--- config.mk ---
export PLATFORM = sky130hd
export DESIGN_NAME = dso_decimator_mc
export DESIGN_NICKNAME = d
export VERILOG_FILES = /design/src/rtl/dso_decimator_mc.sv
export SDC_FILE = /design/constraint.sdc
export NUM_CORES = 1
export LEC_CHECK = 0
export BUFFER_PORTS_ARGS = -buffer_cell sky130_fd_sc_hd__buf_2
export CORE_UTILIZATION = 35
export DETAILED_ROUTE_END_ITERATION = 12
export GPL_TIMING_DRIVEN = 0
export PLACE_DENSITY = 0.49
export SLEW_MARGIN = 40
export SYNTH_ARGS = -nofsm -noshare
export SYNTH_HDL_FRONTEND = slang
export SYNTH_SLANG_ARGS = --single-unit
--- constraint.sdc ---
create_clock -name ad_clk -period 7.65 [get_ports ad_clk]
set_clock_uncertainty 0.05 [all_clocks]
set_input_delay 1.1475 -clock ad_clk [delete_from_list [all_inputs] [get_ports ad_clk]]
set_output_delay 1.1475 -clock ad_clk [all_outputs]
set_load 0.05 [all_outputs]
--- src/rtl/dso_decimator_mc.sv ---
// Multi-channel DSO decimator: reduces every deci_rate accepted ADC samples
// to one sample per channel using last / max / min / average reduction.
module dso_decimator_mc #(
  parameter int unsigned DATA_W = 8,
  parameter int unsigned CH_NUM = 2,
  parameter int unsigned RATE_W = 10
) (
  input  logic                       ad_clk,
  input  logic                       rstn,
  input  logic [RATE_W-1:0]          deci_rate,
  input  logic [1:0]                 deci_mode,
  input  logic                       restart,
  input  logic                       ad_valid,
  input  logic [CH_NUM*DATA_W-1:0]   ad_data,
  output logic                       deci_valid,
  output logic [CH_NUM*DATA_W-1:0]   deci_data
);

  // Accumulator is wide enough to sum a full-length window without overflow.
  localparam int unsigned ACC_W = DATA_W + RATE_W;
  localparam int unsigned SH_W  = $clog2(RATE_W + 1);
  localparam int unsigned BUS_W = CH_NUM * DATA_W;

  typedef enum logic [1:0] {
    MODE_SAMPLE = 2'd0,
    MODE_MAX    = 2'd1,
    MODE_MIN    = 2'd2,
    MODE_AVG    = 2'd3
  } mode_e;

  // Index of the highest set bit; rate is never zero when this is used.
  function automatic logic [SH_W-1:0] floor_log2(input logic [RATE_W-1:0] r);
    floor_log2 = '0;
    for (int i = 0; i < int'(RATE_W); i++) begin
      if (r[i]) floor_log2 = SH_W'(i);
    end
  endfunction

  logic [RATE_W-1:0] cnt_q;
  logic [RATE_W-1:0] rate_q;
  mode_e             mode_q;

  logic              first_c;
  logic              close_c;
  logic [RATE_W-1:0] rate_c;
  mode_e             mode_c;
  logic [RATE_W-1:0] cnt_inc_c;
  logic [SH_W-1:0]   sh_c;
  logic [BUS_W-1:0]  res_all_c;

  // Window control: effective rate/mode (freshly latched on a window start),
  // next count and window-close detection.
  always_comb begin
    first_c = ad_valid && (restart || (cnt_q == '0));
    rate_c  = rate_q;
    mode_c  = mode_q;
    if (first_c) begin
      rate_c = (deci_rate == '0) ? RATE_W'(1) : deci_rate;
      mode_c = mode_e'(deci_mode);
    end
    cnt_inc_c = first_c ? RATE_W'(1) : (cnt_q + RATE_W'(1));
    close_c   = ad_valid && (cnt_inc_c == rate_c);
    sh_c      = floor_log2(rate_c);
  end

  for (genvar k = 0; k < CH_NUM; k++) begin : g_ch
    logic [DATA_W-1:0] samp_c;
    logic [DATA_W-1:0] cur_c;
    logic [ACC_W-1:0]  acc_q;
    logic [ACC_W-1:0]  acc_d;
    logic [ACC_W-1:0]  avg_c;
    logic [DATA_W-1:0] res_c;

    // Per-channel accumulator update and reduced result for a closing window.
    always_comb begin
      samp_c = ad_data[k*DATA_W +: DATA_W];
      cur_c  = acc_q[DATA_W-1:0];
      acc_d  = acc_q;
      if (ad_valid) begin
        if (first_c) begin
          acc_d = ACC_W'(samp_c);
        end else begin
          case (mode_c)
            MODE_SAMPLE: acc_d = ACC_W'(samp_c);
            MODE_MAX:    acc_d = (samp_c > cur_c) ? ACC_W'(samp_c) : acc_q;
            MODE_MIN:    acc_d = (samp_c < cur_c) ? ACC_W'(samp_c) : acc_q;
            default:     acc_d = acc_q + ACC_W'(samp_c);
          endcase
        end
      end
      avg_c = acc_d >> sh_c;
      res_c = acc_d[DATA_W-1:0];
      if (mode_c == MODE_AVG) begin
        // Non power-of-two rates divide by less than the count; clamp.
        res_c = (|avg_c[ACC_W-1:DATA_W]) ? {DATA_W{1'b1}} : avg_c[DATA_W-1:0];
      end
    end

    // Accumulator register.
    always_ff @(posedge ad_clk) begin
      if (!rstn) acc_q <= '0;
      else       acc_q <= acc_d;
    end

    assign res_all_c[k*DATA_W +: DATA_W] = res_c;
  end

  // Shared counter, latched configuration and registered outputs.
  always_ff @(posedge ad_clk) begin
    if (!rstn) begin
      cnt_q      <= '0;
      rate_q     <= RATE_W'(1);
      mode_q     <= MODE_SAMPLE;
      deci_valid <= 1'b0;
      deci_data  <= '0;
    end else begin
      deci_valid <= close_c;
      if (close_c) deci_data <= res_all_c;
      if (ad_valid) begin
        rate_q <= rate_c;
        mode_q <= mode_c;
        cnt_q  <= close_c ? '0 : cnt_inc_c;
      end else if (restart) begin
        cnt_q <= '0;
      end
    end
  end

endmodule
==> results.tsv, run 1 <==
stage	metric	value	unit
synth	synthFlopType	dfxtp_1	
drt	wire_per_inst	21.0	um
outcome	outcome	complete, no violations	
floorplanning	die_h	145	um
clocking	post_cts_buffers	0	
sta	max_slew_margin	0.391	
synth	seq_area_frac_synth	0.211	
critical_path	crit_required	7.85	ns
critical_path	crit_path_start_kind	input port	
place	io_buffers	46	
clocking	clkTransAtPathRegs	0.06	ns
place	gp_congestion	0.901	
power_and_ir_drop	p_per_area	166	nW/um^2
clocking	cts_sinks	75	
critical_path	worstRegToRegCells	12	
power_and_ir_drop	p_leak	3.02	nW
grt	gr-usage-all-layers	0.265	
layout	diodes	0	
synth	synth_common_cells	113 x nand2_1, 83 x nor2_1, 75 x dfxtp_1, 67 x a21oi_1, 54 x o21ai_0	
clocking	cts_tree	done	
min_path	whs_endpoint	deci_data[3]	
critical_path	crit_type	input port to flip-flop	
drt	wl	26.9	mm
clocking	root_buffer	clkbuf_16	
critical_path	cp.arrival	5.49	ns
synth	synth.cell_area	7130	um^2
floorplanning	die_w	145	um
critical_path	path_max_fanout	8	
critical_path	regToRegStartpoint	cnt_q[0]	
synth	avgSynthCellArea	7.50	um^2
drt	dr.pass1.iters	5	
critical_path	r2r-end	deci_data[6]	
min_path	worstHoldStart	deci_data[3]	
floorplanning	ios	49	
synth	ys_ff_latch	75	
floorplanning	core_area	19700	um^2
place	dp_hpwl	20.5	mm
critical_path	cp_cell_sequence	buf_2, ha_1, clkbuf_1, nor2_1, o211ai_1, a2111oi_0, o21a_1, mux2i_1, a311oi_2, o2111a_1, o221ai_1, a221o_1, a2111o_1, a32o_1	
synth	yosys.cell_count.top_type	nand2_1	
job	maxCapViolations	0	
grt	grt_pass1_wl	41.4	mm
sta	hold_viol_final	0	
critical_path	endpoint_kind	flip-flop	
grt	antenna_found_initial	0	
sta	clock.fmax	0.189	GHz
layout	syn2layout_area_growth	12.5	%
sta	period_share	0.692	
drt	drtIter0Drc	674	
drt	viasPerCell	6.01	
critical_path	cpPeakStageDelay	0.81	ns
drt	ant_nets	0	
floorplanning	start_util	0.362	
clocking	cts_buffers	9	
sta	tightest_slew	0.910	ns
clocking	postCtsHoldBufs	0	
min_path	holdPathStages	2	
floorplanning	dieArea	20900	um^2
min_path	min_path_type	flip-flop to flip-flop	
power_and_ir_drop	finalPower	1.33	mW
clocking	insertion_delay	0.36	ns
drt	num_vias	7682	
synth	synth-edff-count	0	
floorplanning	std_cell_rows	51	
sta	final-setup-viol-count	0	
clocking	cts_resized	0	
synth	ys_types	90	
synth	synth.net_count	1019	
sta	fin_crit	5.30	ns
synth	synth_area_leaders	dfxtp_1 21%, ha_1 6.0%, nand2_1 5.9%	
drt	drc_errors	0	
layout	drive_gt1_frac	0.111	
clocking	h-tree-depth	3	
critical_path	r2r_setup_slack	2.72	ns
synth	synth_top_area_share	0.211	
sta	tns	0	ns
sta	rsz0062_at_grt	false	
grt	grt_max_degree	14	
critical_path	slowest_stage	a2111oi_0	
synth	yosys_warnings	0	
sta	drv_slew	0	
power_and_ir_drop	ir_drop	0.000109	V
synth	synthCells	951	
synth	synthArstFlopShare	0	
layout	final_nets	1076	
synth	yosysTopAreaCell	dfxtp_1	
clocking	clockBufferDepth	2	
grt	grt_pass1_vias	7064	
grt	gr-total-overflow	0	
==> metrics by stage <==
stage          area, um^2  utilization  hold WS [ns]  cells  worst slack (ns)
5_1_grt              8020        0.407         0.447   1278              2.23
6_report             8020        0.407         0.413   1278              2.35
2_1_floorplan        7130            -         0.412    951              3.03
3_3_place_gp         7690        0.390         0.401   1262              1.75
3_5_place_dp         7750        0.393         0.396   1262              2.10
4_1_cts              8020        0.407         0.418   1278              2.46
==> how the worst max path moves through the flow <==
| stage | startpoint | end | slack (ns) | depth (start not counted) |
|---|---|---|---|---|
| after CTS | ad_data[3] | deci_data[6] | 2.46 | 14 |
| after global placement | ad_data[5] | deci_data[6] | 1.75 | 14 |
| after detailed placement | ad_data[3] | deci_data[6] | 2.10 | 14 |
| after floorplan | ad_data[5] | deci_data[6] | 3.03 | 14 |
| final | ad_data[3] | deci_data[6] | 2.35 | 14 |
| after global routing | ad_data[3] | deci_data[6] | 2.23 | 14 |
==> cell type report <==
class                           count  area, um^2
Sequential cell                    75        1500
Fill cell                        2063       11700
Multi-Input combinational cell    776        5290
Buffer                             61         250
Tap cell                          265         332
Inverter                           39         146
Timing Repair Buffer               46         230
Clock inverter                      5        38.8
Clock buffer                       11         233
==> power by group <==
part / switching, mW / internal, mW
clock network: 0.193 / 0.222
registers: 0.0126 / 0.404
logic: 0.333 / 0.170
total: 0.538 / 0.796
==> kinds of logic after synthesis <==
kind of cell | Yosys count | share of synthesized area
buffers and inverters | 100 | 0.0556
muxes | 39 | 0.0590
adders and majority gates | 36 | 0.0653
xor gates and xnor gates | 19 | 0.0253
and+or+nand+nor | 340 | 0.235
AOI/OAI and AO/OA | 342 | 0.350
DFF | 75 | 0.211
==> registers in the layout, summed over array words and instances, names as in the netlist <==
| register | cells |
|---|---|
| cnt_q | 10 |
| deci_data | 16 |
| deci_valid | 1 |
| g_ch.acc_q | 36 |
| mode_q | 2 |
| rate_q | 10 |
==> critical path: cells and delay by family <==
kind / cells / cell delay [ns]
AND/OR/NAND/NOR: 1 / 0.25
adder cells (fa/ha/maj): 1 / 0.28
buffers and inverters: 2 / 0.33
multiplexers: 1 / 0.12
AO/OA/AOI/OAI: 9 / 3.37
==> cells in the final DEF (no fill, tap or decap), types with 8 or more instances in the layout <==
master     netlist  routed
a211oi_1        12      12
a21o_1           9       9
a21oi_1         67      67
a221o_1         11      11
a22oi_1          8       8
a31oi_1         20      19
and2_1          17      17
and3_1           9       9
buf_2            2      48
clkbuf_1        51      53
clkbuf_16        0       9
dfxtp_1         75      75
ha_1            34      34
inv_1           38      38
mux2_2           9       9
mux2i_1         27      26
nand2_1        113     113
nand2b_1        19      19
nand3_1         19      19
nand4_1         11      11
nor2_1          83      83
nor2b_1         12      12
nor3_1          18      17
o211ai_1        17      17
o21a_1          12      12
o21ai_0         54      51
o221ai_1         9       9
o31ai_1         11      10
xnor2_1         16      16
==> per-layer routing <==
metal,global-route usage,share of wire,up-vias
li1,-,-,3702
met1,0.349,0.46,3652
met2,0.418,0.44,276
met3,0.0487,0.060,52
met4,0.118,0.040,0
met5,0,0,-
Power figures use the tool's default switching activity.
==> run 2, diff against run 1 <==
- ABC_AREA: not set -> 1
- clock period: 7.65 -> 5.06 ns (I/O delays scaled with it)
==> run 2 against run 1 <==
Compared with the run above: sequential share of layout area fell by 1.8 points; setup slack got worse by 1.2 ns; via count is 17% higher; critical endpoint is now deci_data[3].
==> results.tsv, run 2 <==
stage	metric	value	unit	change
outcome	outcome	complete, no violations		
grt	gr-usage-all-layers	0.263		-0.00122
synth	ys_ff_latch	75		unchanged
power_and_ir_drop	p_per_area	245	nW/um^2	+48%
grt	antenna_found_initial	0		unchanged
critical_path	r2r_setup_slack	1.22	ns	-1.50 ns
clocking	insertion_delay	0.36	ns	about the same
floorplanning	std_cell_rows	54		+5.9%
floorplanning	die_h	153	um	+5.7%
drt	num_vias	9008		+17%
sta	period_share	0.782		
critical_path	endpoint_kind	flip-flop		
drt	wire_per_inst	17.4	um	-17%
sta	tightest_slew	0.879	ns	-0.0304 ns
layout	n_fill_cell	2562		+24%
layout	drive_gt1_frac	0.125		+0.0148
critical_path	cp.arrival	4.12	ns	-1.37 ns
sta	drv_slew	0		unchanged
critical_path	crit_path_start_kind	input port		
layout	layout_common_cells	431 x nand2_1, 232 x nand3_1, 166 x inv_1, 118 x nor2_1, 75 x dfxtp_1		
drt	dr.pass1.iters	5		unchanged
clocking	clkTransAtPathRegs	0.06	ns	about the same
clocking	postCtsHoldBufs	0		unchanged
power_and_ir_drop	finalPower	2.18	mW	+63%
drt	wl	30.2	mm	+12%
floorplanning	ios	49		unchanged
floorplanning	dieArea	23400	um^2	+12%
sta	final-setup-viol-count	0		unchanged
critical_path	path_max_fanout	10		+2
synth	yosysTopAreaCell	nand2_1		
floorplanning	core_area	22100	um^2	+12%
synth	synth-edff-count	0		unchanged
synth	avgSynthCellArea	5.75	um^2	-23%
sta	rsz0062_at_grt	false		
critical_path	crit_type	input port to flip-flop		
layout	largest_reg_flops	36		unchanged
synth	yosys.cell_count.top_type	nand2_1		
power_and_ir_drop	ir_drop	0.000137	V	+25%
clocking	h-tree-depth	3		unchanged
clocking	post_cts_buffers	0		unchanged
synth	synthArstFlopShare	0		unchanged
synth	synth_area_leaders	nand2_1 20%, dfxtp_1 19%, nand3_1 15%		
layout	largestRegisters	g_ch.acc_q (36), deci_data (16)		
power_and_ir_drop	p_leak	4.56	nW	+51%
place	dp.cells	1716		+36%
synth	seq_area_frac_synth	0.188		-0.0226
floorplanning	start_util	0.361		about the same
synth	yosys_warnings	0		unchanged
clocking	cts_tree	done		
grt	grt_max_degree	13		-1
synth	synthFlopType	dfxtp_1		
layout	final_nets	1515		+41%
grt	grt_pass1_wl	47.7	mm	+15%
synth	synthCells	1389		+46%
place	dp_hpwl	23.6	mm	+15%
synth	synth_top_area_share	0.203		-0.00799
sta	hold_viol_final	0		unchanged
floorplanning	die_w	153	um	+5.7%
layout	top_register	g_ch.acc_q		
layout	diodes	0		unchanged
grt	grt_pass1_vias	8665		+23%
drt	drc_errors	0		unchanged
synth	synth_common_cells	431 x nand2_1, 232 x nand3_1, 166 x inv_1, 118 x nor2_1, 75 x dfxtp_1		
critical_path	crit_required	5.23	ns	-2.62 ns
synth	synth.cell_area	7990	um^2	+12%
synth	synth.net_count	1457		+43%
layout	syn2layout_area_growth	11.3	%	
sta	max_slew_margin	0.414		+0.0231
synth	ys_types	50		-44%
sta	clock.fmax	0.253	GHz	
place	place_ws	0.757	ns	-1.35 ns
drt	viasPerCell	5.20		-13%
place	gp_congestion	0.912		+1.2%
drt	ant_nets	0		unchanged
job	maxCapViolations	0		unchanged
place	io_buffers	47		+2.2%
layout	final_common_cell	nand2_1		
sta	tns	0	ns	unchanged
clocking	clockBufferDepth	2		unchanged
clocking	root_buffer	clkbuf_16		
drt	drtIter0Drc	617		-8.5%
layout	final_cells	1732		+36%
grt	gr-total-overflow	0		unchanged
min_path	min_path_type	flip-flop to flip-flop		
clocking	cts_sinks	75		unchanged
clocking	cts_resized	0		unchanged
clocking	cts_buffers	9		unchanged
sta	layout_setup_ws	1.11	ns	-1.25 ns
sta	fin_crit	3.95	ns	
## run 2: cell types whose count changed after synthesis, sizes merged, moves of 21 or more
cell,change
nand3,+220
clkbuf,-34
a21oi,+25
inv,+141
buf,+30
nor2,+37
mux2i,-27
o21ai,-21
nand2,+337
## run 2: kinds of logic after synthesis
logic type | synth area share
simple gates | 0.478
buf+inv | 0.132
compound gates | 0.125
flops | 0.188
fa+ha+maj | 0.0583
xor+xnor | 0.0186
## run 2: area by class of cell
class                      instances  area [um^2]  area share
sequential                        75         1500       0.169
clock inverter                     4         47.5     0.00535
timing repair buffer              47          235      0.0265
buffer                            57          370      0.0417
tap                              280          350      0.0394
clock buffer                      12          267      0.0300
multi-input combinational       1074         5430       0.611
inverter                         183          687      0.0773
## run 2: critical path: stages
cell     delay, ns
buf_2         0.13
ha_1          0.36
inv_1         0.11
nor3_1        0.29
nand4_1       0.28
nand2_1       0.26
nand3_1       0.15
nand2_2       0.20
buf_2         0.28
nand2_1       0.10
nand3_1       0.07
nand2_1       0.05
nand2_1       0.07
nand2_1       0.20
nand3_1       0.15
nand3_1       0.10
nand3_1       0.12
nand2_1       0.06
a21oi_1       0.14
nand3_1       0.10
nand2_1       0.08
a21oi_1       0.06
## run 2: power by group
| group | internal (mW) | switching, mW |
|---|---|---|
| Clock | 0.422 | 0.297 |
| Combinational | 0.259 | 0.581 |
| Sequential | 0.608 | 0.0122 |
## run 2: stage by stage
| step | util | hold slack, ns | instance area, um^2 |
|---|---|---|---|
| floorplan | - | 0.402 | 7990 |
| global placement | 0.388 | 0.403 | 8570 |
| detailed placement | 0.388 | 0.405 | 8570 |
| CTS | 0.402 | 0.416 | 8890 |
| global route | 0.402 | 0.441 | 8890 |
| finish | 0.402 | 0.414 | 8890 |
## run 2: metal layers
layer | vias to the layer above | wire, um | GRT usage
li1 | 4576 | - | -
met1 | 4166 | 13800 | 0.340
met2 | 227 | 13900 | 0.441
met3 | 39 | 1680 | 0.0465
met4 | 0 | 821 | 0.0880
met5 | - | 0 | 0
## run 2: final timing paths
path,from,endpoint,cells past startpoint
setup reg to reg,g_ch[0].acc_q[5],deci_data[3],22
hold reg to reg,deci_data[14],deci_data[14],2
setup / recovery,ad_data[5],deci_data[3],22
hold / removal,deci_data[14],deci_data[14],2
==> run 3, diff against run 2 <==
- clock period: 5.06 -> 4.1 ns (I/O delays scaled with it)
==> run 3 against run 2 <==
Compared with the run above: total power rose by 23%; die area unchanged; final cell count barely moved; flip-flop and latch count stayed put; core utilization is 0.074 points higher; non-clock buffer count grew 1; setup slack worse by 0.85 ns; clock-buffer cell count is the same; cell area up 0.18%; critical path depth is 1 lower; critical endpoint unchanged; routed wire length up 0.20%; clock power rose by 23%.
==> results.tsv, run 3 (synthesized netlist as in run 2, its figures left out) <==
stage	metric	value	unit	change
outcome	outcome	complete, no violations		
drt	viasPerCell	5.22		+0.42%
sta	clock.fmax	0.260	GHz	
sta	hold_viol_final	0		unchanged
drt	dr.pass1.iters	5		unchanged
critical_path	path_max_fanout	10		unchanged
clocking	clockBufferDepth	2		unchanged
clocking	root_buffer	clkbuf_16		
grt	grt_pass1_wl	47.7	mm	unchanged
floorplanning	dieArea	23400	um^2	unchanged
layout	drive_gt1_frac	0.127		+0.00198
layout	final_nets	1516		+0.066%
power_and_ir_drop	p_leak	4.57	nW	+0.13%
grt	gr-usage-all-layers	0.263		unchanged
critical_path	crit_type	flip-flop to flip-flop		
min_path	min_path_type	flip-flop to flip-flop		
critical_path	crit_required	4.26	ns	-0.97 ns
clocking	cts_tree	done		
power_and_ir_drop	ir_drop	0.000169	V	+24%
critical_path	endpoint_kind	flip-flop		
floorplanning	ios	49		unchanged
sta	drv_slew	0		unchanged
place	gp_congestion	0.912		unchanged
floorplanning	start_util	0.361		unchanged
critical_path	cp.arrival	4.01	ns	-0.11 ns
layout	syn2layout_area_growth	11.5	%	
place	dp.cells	1716		unchanged
place	dp_hpwl	23.6	mm	unchanged
sta	period_share	0.938		
place	place_area	8570	um^2	unchanged
place	place_ws	-0.0593	ns	-0.816 ns
place	io_buffers	47		unchanged
power_and_ir_drop	p_per_area	302	nW/um^2	+23%
layout	diodes	0		unchanged
power_and_ir_drop	finalPower	2.69	mW	+23%
job	maxCapViolations	0		unchanged
floorplanning	std_cell_rows	54		unchanged
layout	final_cells	1733		+0.058%
sta	tns	0	ns	unchanged
grt	gr-total-overflow	0		unchanged
layout	fin_area	8900	um^2	+0.18%
layout	top_register	g_ch.acc_q		
sta	max_slew_margin	0.427		+0.0134
floorplanning	die_h	153	um	unchanged
sta	final-setup-viol-count	0		unchanged
drt	drtIter0Drc	632		+2.4%
grt	busiest_layer	met2		
sta	layout_setup_ws	0.256	ns	-0.849 ns
sta	tightest_slew	0.859	ns	-0.0201 ns
grt	met2_usage	0.441		unchanged
layout	final_common_cell	nand2_1		
drt	wl	30.2	mm	+0.20%
grt	met3_usage	0.0465		unchanged
sta	fin_crit	3.84	ns	
grt	grt_max_degree	13		unchanged
drt	num_vias	9051		+0.48%
grt	antenna_found_initial	0		unchanged
drt	drc_errors	0		unchanged
sta	rsz0062_at_grt	false		
critical_path	crit_path_start_kind	flip-flop		
clocking	insertion_delay	0.36	ns	about the same
drt	ant_nets	0		unchanged
clocking	cts_sinks	75		unchanged
layout	largest_reg_flops	36		unchanged
clocking	clkTransAtPathRegs	0.06	ns	about the same
drt	wire_per_inst	17.4	um	+0.14%
floorplanning	die_w	153	um	unchanged
grt	globalRouteMet1Util	0.340		unchanged
floorplanning	core_area	22100	um^2	unchanged
clocking	postCtsHoldBufs	0		unchanged
clocking	h-tree-depth	3		unchanged
layout	largestRegisters	g_ch.acc_q (36), deci_data (16)		
layout	n_fill_cell	2558		-0.16%
layout	layout_common_cells	431 x nand2_1, 232 x nand3_1, 166 x inv_1, 118 x nor2_1, 75 x dfxtp_1		
grt	grt_pass1_vias	8665		unchanged
clocking	cts_buffers	9		unchanged
[run 3: cell count changes in the layout (fill, tap and decap cells not counted), sizes merged]
cell | before | now
buf | 87 | 88
[run 3: cell type report]
cell class,instances,area [um^2],share of cell area
tap,280,350,0.0393
timing repair buffer,48,243,0.0273
buffer,57,370,0.0416
sequential,75,1500,0.169
inverter,183,687,0.0772
multi-input combinational,1074,5440,0.611
clock buffer,12,267,0.0299
clock inverter,4,47.5,0.00534
[run 3: what timing repair did]
action                                 4_1_cts  5_1_grt
endpoints found under the hold margin        0        0
buffers inserted                             0        1
setup endpoints to repair                    0        8
resized for setup                            0        2
[run 3: metrics by stage]
step / util / hold slack (ns)
after detailed placement: 0.388 / 0.405
after CTS: 0.402 / 0.416
final: 0.403 / 0.413
after global placement: 0.388 / 0.403
after floorplan: - / 0.402
after global routing: 0.403 / 0.441
[run 3: path summary, 6_finish.rpt]
check	startpoint	end	slack [ns]	cells after the start
hold / removal	deci_data[14]	deci_data[14]	0.41	2
setup reg to reg	cnt_q[0]	deci_data[3]	0.26	21
hold reg to reg	deci_data[14]	deci_data[14]	0.41	2
setup / recovery	cnt_q[0]	deci_data[3]	0.26	21
[run 3: where the power goes]
part           internal, mW  leakage, nW  switching [mW]  total, mW
clock network         0.521        0.155           0.366      0.886
logic                 0.320         3.80           0.720       1.04
registers             0.751        0.610          0.0150      0.765
[run 3: layer usage]
| metal | part of all wire | vias up |
|---|---|---|
| met5 | 0 | - |
| met4 | 0.027 | 0 |
| met3 | 0.051 | 39 |
| met2 | 0.46 | 207 |
| met1 | 0.46 | 4216 |
| li1 | - | 4589 |
[run 3: worst max-delay path, cell delays in order, from the launching register on]
cell      delay, ns
dfxtp_1        0.35
inv_1          0.08
ha_1           0.19
nand2_1        0.06
nor2_1         0.04
nand2_1        0.07
nand2_2        0.09
nand2_4        0.11
buf_6          0.18
buf_6          0.19
clkbuf_1       0.66
o22ai_1        0.20
a21oi_1        0.56
nand3_1        0.21
nand2_1        0.10
nand2_1        0.05
nand3_1        0.06
nand2_1        0.05
a21oi_1        0.14
nand3_1        0.10
nand2_1        0.08
a21oi_1        0.06
